[config.mk]
export PLATFORM = sky130hd
export DESIGN_NAME = pulse_transmitter_symbol_sequencer
export DESIGN_NICKNAME = d
export VERILOG_FILES = /design/src/rtl/pulse_transmitter_pkg.sv /design/src/rtl/pulse_transmitter_carrier_gen.sv /design/src/rtl/pulse_transmitter_countdown_timer.sv /design/src/rtl/pulse_transmitter_symbol_sequencer.sv
export SDC_FILE = /design/constraint.sdc
export NUM_CORES = 1
export LEC_CHECK = 0
export CAP_MARGIN = 30
export CORE_MARGIN = 2
export CORE_UTILIZATION = 45
export CTS_CLUSTER_DIAMETER = 120
export DETAILED_ROUTE_END_ITERATION = 16
export GPL_ROUTABILITY_DRIVEN = 0
export PLACE_DENSITY = 0.66
export SYNTH_ARGS = -nofsm -noshare
export SYNTH_HDL_FRONTEND = slang
export SYNTH_SLANG_ARGS = --single-unit
[constraint.sdc]
create_clock -name clk -period 3.7 [get_ports clk]
set_input_delay 0.37 -clock clk [delete_from_list [all_inputs] [get_ports clk]]
set_output_delay 0.37 -clock clk [all_outputs]
set_load 0.005 [all_outputs]
[src/rtl/pulse_transmitter_pkg.sv]
// rtl/pulse_transmitter_pkg.sv - shared types and symbol field layout for the pulse transmitter
// Purpose: sequencer state encoding and helpers that locate the fields of a
//          symbol word {level, prescaler_sel, duration[TIMER_WIDTH-1:0]}.
// Ports:   none (package).
package pulse_transmitter_pkg;

  typedef enum logic [1:0] {
    IDLE  = 2'd0,
    PRIME = 2'd1,
    RUN   = 2'd2
  } state_t;

  // Output level bit of a symbol word.
  function automatic int sym_level_bit(input int timer_width);
    return timer_width + 1;
  endfunction

  // Prescaler select bit of a symbol word (0 = prescaler A, 1 = prescaler B).
  function automatic int sym_sel_bit(input int timer_width);
    return timer_width;
  endfunction

endpackage

[src/rtl/pulse_transmitter_carrier_gen.sv]
// rtl/pulse_transmitter_carrier_gen.sv - carrier square wave generator (only built with PULSE_TRANSMITTER_CARRIER_EN)
// Purpose: free-running 8-bit counter producing a square wave that toggles
//          every half+1 cycles; restart forces the wave high with a fresh count.
// Ports:   clk, rst_n (async active-low), restart, half[7:0] -> carrier.
`ifdef PULSE_TRANSMITTER_CARRIER_EN
module pulse_transmitter_carrier_gen (
  input  logic       clk,
  input  logic       rst_n,
  input  logic       restart,
  input  logic [7:0] half,
  output logic       carrier
);

  logic [7:0] cnt;
  logic       phase;

  assign carrier = phase;

  always_ff @(posedge clk or negedge rst_n) begin
    if (!rst_n) begin
      cnt   <= 8'd0;
      phase <= 1'b1;
    end else if (restart) begin
      cnt   <= 8'd0;
      phase <= 1'b1;
    end else if (cnt == half) begin
      cnt   <= 8'd0;
      phase <= ~phase;
    end else begin
      cnt <= cnt + 8'd1;
    end
  end

endmodule
`endif

[src/rtl/pulse_transmitter_countdown_timer.sv]
// rtl/pulse_transmitter_countdown_timer.sv - prescaled countdown timer producing one pulse per period
// Purpose: while en=0 the timer keeps loading its parameters; while en=1 it
//          emits pulse_out once every ((duration+1)<<prescaler)+1 cycles and
//          reloads from its inputs on each pulse.
// Ports:   clk, rst_n (async active-low), en, duration, prescaler -> pulse_out.
module pulse_transmitter_countdown_timer #(
  parameter int PRESCALER_WIDTH = 16,
  parameter int TIMER_WIDTH     = 8,
  localparam int PS_W  = $clog2(PRESCALER_WIDTH),
  localparam int CNT_W = TIMER_WIDTH + PRESCALER_WIDTH
) (
  input  logic                   clk,
  input  logic                   rst_n,
  input  logic                   en,
  input  logic [TIMER_WIDTH-1:0] duration,
  input  logic [PS_W-1:0]        prescaler,
  output logic                   pulse_out
);

  logic [CNT_W-1:0] cnt;
  logic [CNT_W-1:0] reload;

  // Counting reload..0 inclusive gives a period of reload+1 cycles.
  assign reload    = (CNT_W'(duration) + CNT_W'(1)) << prescaler;
  assign pulse_out = en && (cnt == '0);

  always_ff @(posedge clk or negedge rst_n) begin
    if (!rst_n) begin
      cnt <= '0;
    end else if (!en || cnt == '0) begin
      cnt <= reload;
    end else begin
      cnt <= cnt - CNT_W'(1);
    end
  end

endmodule

[src/rtl/pulse_transmitter_symbol_sequencer.sv]
// rtl/pulse_transmitter_symbol_sequencer.sv - plays a program of timed pulse symbols onto tx_out
// Purpose: IDLE -> PRIME -> RUN sequencer reading symbols from an external
//          store, prefetching each symbol's timing one symbol ahead of the
//          countdown timer, with looping, abort and completion reporting.
//          Optional carrier modulation is built when PULSE_TRANSMITTER_CARRIER_EN
//          is defined (adds cfg_carrier_half).
// Ports:   clk, sys_rst_n (async active-low), start, stop, cfg_* configuration,
//          sym_addr/sym_data symbol store read port, tx_out, busy, done,
//          aborted, cur_index.
module pulse_transmitter_symbol_sequencer
  import pulse_transmitter_pkg::*;
#(
  parameter int PRESCALER_WIDTH = 16,
  parameter int TIMER_WIDTH     = 8,
  parameter int NUM_SYMBOLS     = 16,
  parameter int LOOP_WIDTH      = 8,
  localparam int PS_W  = $clog2(PRESCALER_WIDTH),
  localparam int IDX_W = $clog2(NUM_SYMBOLS)
) (
  input  logic                   clk,
  input  logic                   sys_rst_n,
  input  logic                   start,
  input  logic                   stop,
  input  logic [PS_W-1:0]        cfg_prescaler_a,
  input  logic [PS_W-1:0]        cfg_prescaler_b,
  input  logic [IDX_W-1:0]       cfg_end_index,
  input  logic [LOOP_WIDTH-1:0]  cfg_loop_count,
  input  logic                   cfg_idle_level,
`ifdef PULSE_TRANSMITTER_CARRIER_EN
  input  logic [7:0]             cfg_carrier_half,
`endif
  output logic [IDX_W-1:0]       sym_addr,
  input  logic [TIMER_WIDTH+1:0] sym_data,
  output logic                   tx_out,
  output logic                   busy,
  output logic                   done,
  output logic                   aborted,
  output logic [IDX_W-1:0]       cur_index
);

  localparam int LVL_B = sym_level_bit(TIMER_WIDTH);
  localparam int SEL_B = sym_sel_bit(TIMER_WIDTH);

  state_t                  state;
  logic [TIMER_WIDTH-1:0]  p_dur;
  logic [PS_W-1:0]         p_presc;
  logic                    p_level;
  logic                    cur_lvl;
  logic                    first;
  logic [LOOP_WIDTH-1:0]   loop_remaining;

  logic [TIMER_WIDTH-1:0]  sd_dur;
  logic [PS_W-1:0]         sd_presc;
  logic                    sd_level;
  logic [TIMER_WIDTH-1:0]  t_dur;
  logic [PS_W-1:0]         t_presc;
  logic                    t_en;
  logic                    pulse;
  logic                    lvl_out;
  logic                    last_sym;

  function automatic logic [IDX_W-1:0] nxt(input logic [IDX_W-1:0] i);
    return (i == cfg_end_index) ? '0 : i + IDX_W'(1);
  endfunction

  assign sd_dur   = sym_data[TIMER_WIDTH-1:0];
  assign sd_presc = sym_data[SEL_B] ? cfg_prescaler_b : cfg_prescaler_a;
  assign sd_level = sym_data[LVL_B];

  // The timer loads its parameters on the PRIME->RUN edge, before the p_*
  // registers hold symbol 0, so symbol 0 is fed straight from the store then.
  assign t_dur    = (state == PRIME) ? sd_dur   : p_dur;
  assign t_presc  = (state == PRIME) ? sd_presc : p_presc;
  assign t_en     = (state == RUN);
  assign busy     = (state != IDLE);
  assign last_sym = (cur_index == cfg_end_index);

  pulse_transmitter_countdown_timer #(
    .PRESCALER_WIDTH (PRESCALER_WIDTH),
    .TIMER_WIDTH     (TIMER_WIDTH)
  ) u_timer (
    .clk       (clk),
    .rst_n     (sys_rst_n),
    .en        (t_en),
    .duration  (t_dur),
    .prescaler (t_presc),
    .pulse_out (pulse)
  );

`ifdef PULSE_TRANSMITTER_CARRIER_EN
  logic carrier;

  pulse_transmitter_carrier_gen u_carrier (
    .clk     (clk),
    .rst_n   (sys_rst_n),
    .restart (state == PRIME),
    .half    (cfg_carrier_half),
    .carrier (carrier)
  );

  assign lvl_out = cur_lvl & carrier;
`else
  assign lvl_out = cur_lvl;
`endif

  assign tx_out = (state == RUN) ? lvl_out : cfg_idle_level;

  // First RUN cycle prefetches the symbol after 0; each pulse prefetches the
  // symbol after the one about to become current.
  always_comb begin
    sym_addr = '0;
    if (state == RUN) begin
      sym_addr = first ? nxt(cur_index) : nxt(nxt(cur_index));
    end
  end

  always_ff @(posedge clk or negedge sys_rst_n) begin
    if (!sys_rst_n) begin
      state          <= IDLE;
      p_dur          <= '0;
      p_presc        <= '0;
      p_level        <= 1'b0;
      cur_lvl        <= 1'b0;
      first          <= 1'b0;
      loop_remaining <= '0;
      cur_index      <= '0;
      done           <= 1'b0;
      aborted        <= 1'b0;
    end else begin
      done    <= 1'b0;
      aborted <= 1'b0;
      case (state)
        IDLE: begin
          if (start && !stop) begin
            state          <= PRIME;
            loop_remaining <= cfg_loop_count;
          end
        end
        PRIME: begin
          if (stop) begin
            state   <= IDLE;
            aborted <= 1'b1;
          end else begin
            p_dur     <= sd_dur;
            p_presc   <= sd_presc;
            p_level   <= sd_level;
            cur_lvl   <= sd_level;
            cur_index <= '0;
            first     <= 1'b1;
            state     <= RUN;
          end
        end
        RUN: begin
          first <= 1'b0;
          if (stop) begin
            state     <= IDLE;
            aborted   <= 1'b1;
            cur_index <= '0;
          end else if (pulse) begin
            if (last_sym && loop_remaining == '0) begin
              state     <= IDLE;
              done      <= 1'b1;
              cur_index <= '0;
            end else begin
              cur_lvl   <= p_level;
              cur_index <= nxt(cur_index);
              p_dur     <= sd_dur;
              p_presc   <= sd_presc;
              p_level   <= sd_level;
              if (last_sym) begin
                loop_remaining <= loop_remaining - LOOP_WIDTH'(1);
              end
            end
          end else if (first) begin
            p_dur   <= sd_dur;
            p_presc <= sd_presc;
            p_level <= sd_level;
          end
        end
        default: state <= IDLE;
      endcase
    end
  end

endmodule

==> impl_results.html <==
<table>
<tr><th>Metric</th><th>Value</th></tr>
<tr><th colspan="2">Setup path</th></tr>
<tr><td>Kind of start point of the critical path</td><td>input pin</td></tr>
<tr><td>WP depth</td><td>10</td></tr>
<tr><td>Largest stage delay on the critical path</td><td>0.63 ns</td></tr>
<tr><td>Worst-case register-to-register setup slack</td><td>0.54 ns</td></tr>
<tr><td>Most frequent cell on the critical path</td><td>clkdlybuf4s50_1</td></tr>
<tr><td>CP bufs+invs</td><td>3</td></tr>
<tr><td>CP cell instances</td><td>clkdlybuf4s50_1 &gt; xor2_1 &gt; or4_1 &gt; nand2_1 &gt; inv_1 &gt; ha_1 &gt; nor2b_1 &gt; xnor2_1 &gt; nor2_1 &gt; clkdlybuf4s50_1</td></tr>
<tr><td>Slowest stage cell on the critical path</td><td>or4_1</td></tr>
<tr><td>Critical path required time</td><td>between 3 and 4 ns</td></tr>
<tr><td>Worst R2R End</td><td>u_timer.cnt[9]</td></tr>
<tr><td>WS Path Type</td><td>input pin to primary output</td></tr>
<tr><td>Maximum fanout encountered on the critical timing path</td><td>5</td></tr>
<tr><td>Beginning of the worst register-to-register path</td><td>state[1]</td></tr>
<tr><td>WP data arrival</td><td>2.95 ns</td></tr>
<tr><td>Register-to-Register Path Depth</td><td>10</td></tr>
<tr><td>Family of cells with the greatest summed delay on the critical path</td><td>buffers and inverters</td></tr>
<tr><td>Kind of end point of the critical path</td><td>primary output</td></tr>
<tr><th colspan="2">Clocking</th></tr>
<tr><td>Worst skew pair latency</td><td>0.31 ns</td></tr>
<tr><td>Htree depth</td><td>2</td></tr>
<tr><td>Setup Fix Bufs, Post-CTS</td><td>0</td></tr>
<tr><td># hold bufs at CTS</td><td>0</td></tr>
<tr><td>CTS tree</td><td>done</td></tr>
<tr><td>Number of sinks handled by clock tree synthesis</td><td>55</td></tr>
<tr><td>Number of buffers created by CTS</td><td>5</td></tr>
<tr><td>Maximum buffer depth of the clock tree</td><td>2</td></tr>
<tr><td>Root cell of the clock tree</td><td>clkbuf_8</td></tr>
<tr><td>CTS-repair resized insts</td><td>0</td></tr>
<tr><td>Clock-pin transition on the worst setup and hold timing paths</td><td>roughly 0.1 ns</td></tr>
<tr><th colspan="2">Floorplanning</th></tr>
<tr><td>Effective utilization at floorplan</td><td>45.8%</td></tr>
<tr><td>Count of standard-cell rows</td><td>35</td></tr>
<tr><td>Horizontal extent of the die</td><td>approximately 100 um</td></tr>
<tr><td>Die span in y</td><td>between 100 and 150 um</td></tr>
<tr><td>I/O pin count</td><td>47</td></tr>
<tr><td>Total Die Area</td><td>about 0.01 sq mm</td></tr>
<tr><td>Core outline area</td><td>0.00911 sq mm</td></tr>
<tr><th colspan="2">Placement</th></tr>
<tr><td>Setup slack after placement</td><td>roughly 0.41 ns</td></tr>
<tr><td>Detailed-placement wirelength estimate</td><td>just under 8 mm</td></tr>
<tr><td>Number of I/O port buffers</td><td>46</td></tr>
<tr><th colspan="2">GRT</th></tr>
<tr><td>Largest net degree at the start of global routing</td><td>29</td></tr>
<tr><td>Vias in the first global route</td><td>3709</td></tr>
<tr><td>Tot GR Track Use</td><td>21.4%</td></tr>
<tr><td>Wire length of the first global-routing pass</td><td>between 15 and 20 mm</td></tr>
<tr><td>Aggregate global routing overflow</td><td>0</td></tr>
<tr><td>Initial antenna violation count</td><td>0</td></tr>
<tr><th colspan="2">Yosys</th></tr>
<tr><td>Mapped Cells</td><td>approximately 480</td></tr>
<tr><td>Proportion of synthesized chip area in sequential cells</td><td>around a third</td></tr>
<tr><td>Commonest register cell after synthesis</td><td>dfrtp_1</td></tr>
<tr><td>Average cell area after synthesis</td><td>a little under 9 sq um</td></tr>
<tr><td>#FFs+latches synth</td><td>55</td></tr>
<tr><td>Number of nets produced by synthesis</td><td>521</td></tr>
<tr><td>Synthesized area</td><td>about 0.0042 sq mm</td></tr>
<tr><td>Number of enable flip-flop cells after synthesis</td><td>0</td></tr>
<tr><td>Synth Warn #</td><td>0</td></tr>
<tr><td>Synth async-reset ratio</td><td>100%</td></tr>
<tr><td>Unique masters post-synth</td><td>74</td></tr>
<tr><th colspan="2">Route</th></tr>
<tr><td>Initial DRC Count</td><td>281</td></tr>
<tr><td>Number of vias per cell</td><td>around 6.1</td></tr>
<tr><td>Detailed-route via count</td><td>3845</td></tr>
<tr><td>Routed WL</td><td>10.3 mm</td></tr>
<tr><td>Avg WL per Cell</td><td>16.4 um</td></tr>
<tr><td>Number of remaining DRC errors</td><td>0</td></tr>
<tr><td>First-pass iteration count of the detailed router</td><td>5</td></tr>
<tr><td>Final antenna-violating net count</td><td>0</td></tr>
<tr><th colspan="2">Cells and area</th></tr>
<tr><td>Count of nets after finishing</td><td>~560</td></tr>
<tr><td>Most frequent cells in the layout</td><td>55 x dfrtp_1, 54 x nor2_1, 45 x clkdlybuf4s50_1</td></tr>
<tr><td>Antenna cells</td><td>0</td></tr>
<tr><td>Most common library cell in the layout ignoring fill and taps</td><td>dfrtp_1</td></tr>
<tr><td>Area growth, synth to finish</td><td>16.4%</td></tr>
<tr><td>Fraction of layout instances using a drive strength above 1</td><td>11.3%</td></tr>
<tr><td>Filler Cells Inserted</td><td>861</td></tr>
<tr><th colspan="2">Min path</th></tr>
<tr><td>Hold Crit Class</td><td>input pin to asynchronous set/reset pin</td></tr>
<tr><th colspan="2">Flow run</th></tr>
<tr><td>Number of maximum-capacitance constraint violations</td><td>0</td></tr>
<tr><th colspan="2">Timing</th></tr>
<tr><td>Minimum clock period after layout</td><td>3.32 ns</td></tr>
<tr><td>TNS Setup</td><td>0 ns</td></tr>
<tr><td>Slew Limit Fails</td><td>0</td></tr>
<tr><td>Actual transition at the worst max-transition pin</td><td>approximately 0.83 ns</td></tr>
<tr><td>Fin crit share</td><td>89.7%</td></tr>
<tr><td>FMAX</td><td>approximately 300 MHz</td></tr>
<tr><td>Relative max-transition margin</td><td>44.2%</td></tr>
<tr><td>Crit path setup slack, layout</td><td>0.382 ns</td></tr>
<tr><td>Hold Vio Cnt, Final</td><td>0</td></tr>
<tr><td>Clock Skews</td><td>0.00765 ns</td></tr>
<tr><td>Final setup violation count</td><td>0</td></tr>
<tr><td>Unrepaired setup endpoints after global routing</td><td>false</td></tr>
<tr><th colspan="2">Power and ir drop</th></tr>
<tr><td>Power density over the cells</td><td>about 960 mW/mm^2</td></tr>
<tr><td>Post-layout power</td><td>about 4.7 mW</td></tr>
<tr><td>Static leakage</td><td>roughly 2.0 nW</td></tr>
<tr><td>IR drop worst, VDD</td><td>0.000444 V</td></tr>
<tr><th colspan="2">Status</th></tr>
<tr><td>Result of the run</td><td>complete, no violations</td></tr>
</table>
logic make-up after synthesis:
kind of cell / share of synthesized area (%)
xor+xnor: 6.93
mux: 7.44
flops: 33.0
buf+inv: 4.59
simple gates: 22.7
fa+ha+maj: 2.70
compound gates: 22.6
Yosys cell counts, drive strengths merged, types with 6 or more instances:
cell type	instances	area share, %
mux2i	16	3.9
a211oi	10	2.2
a21oi	18	2.6
nand2b	9	1.4
xor2	19	4.0
clkbuf	8	0.75
xnor2	14	2.9
nor4	8	1.2
a31oi	11	1.7
o31ai	7	1.3
nor3	18	2.3
nand2	38	3.4
o21ai	22	2.6
mux2	13	3.5
nor2	54	4.9
o22ai	8	1.2
nand3	24	3.0
dfrtp	55	33
inv	13	1.2
and3	6	0.90
ha	9	2.7
buf	15	2.6
stage by stage:
stage	std cells	area, sq um	hold WS (ns)	utilization [%]
floorplan	477	4170	0.0744	-
finish	632	4860	0.0686	53.3
global route	632	4860	0.117	53.3
global placement	624	4720	0.436	51.9
CTS	632	4860	0.0905	53.3
detailed placement	624	4720	0.435	51.9
routing by layer:
metal  global-route usage (%)  vias up  wire [um]
met5                        0        -          0
met4                     5.90        0        185
met3                     3.20       18        573
met2                     33.7      132       4650
met1                     30.8     1818       4930
li1                         -     1877          -
where the power goes:
part | total [mW] | internal (mW) | switching (mW)
clock network | 0.476 | 0.271 | 0.205
registers | 1.09 | 0.862 | 0.225
logic | 3.09 | 1.24 | 1.85
layout make-up:
type / instances / area [sq um] / area share, %
timing repair buffer: 59 / 553 / 11.4
sequential: 55 / 1380 / 28.3
clock buffer: 6 / 72.6 / 1.49
tap: 111 / 139 / 2.86
clock inverter: 2 / 60.1 / 1.24
multi-input combinational: 385 / 2600 / 53.6
inverter: 14 / 52.6 / 1.08
registers in the layout, summed over array words and instances (netlist names), 2 cells and up:
register	flops
u_timer.cnt	24
loop_remaining	8
p_dur	8
cur_index	4
p_presc	4
state	2
worst max path at each step:
| stage | start | end | slack (ns) |
|---|---|---|---|
| after floorplan | state[1] | u_timer.cnt[15] | 0.74 |
| after CTS | cfg_end_index[1] | sym_addr[2] | 0.40 |
| after global placement | cfg_end_index[1] | sym_addr[2] | 0.45 |
| after global routing | state[1] | u_timer.cnt[10] | 0.26 |
| final | cfg_end_index[3] | sym_addr[2] | 0.38 |
| after detailed placement | cfg_end_index[1] | sym_addr[2] | 0.41 |
(Power assumes the default switching activity.)
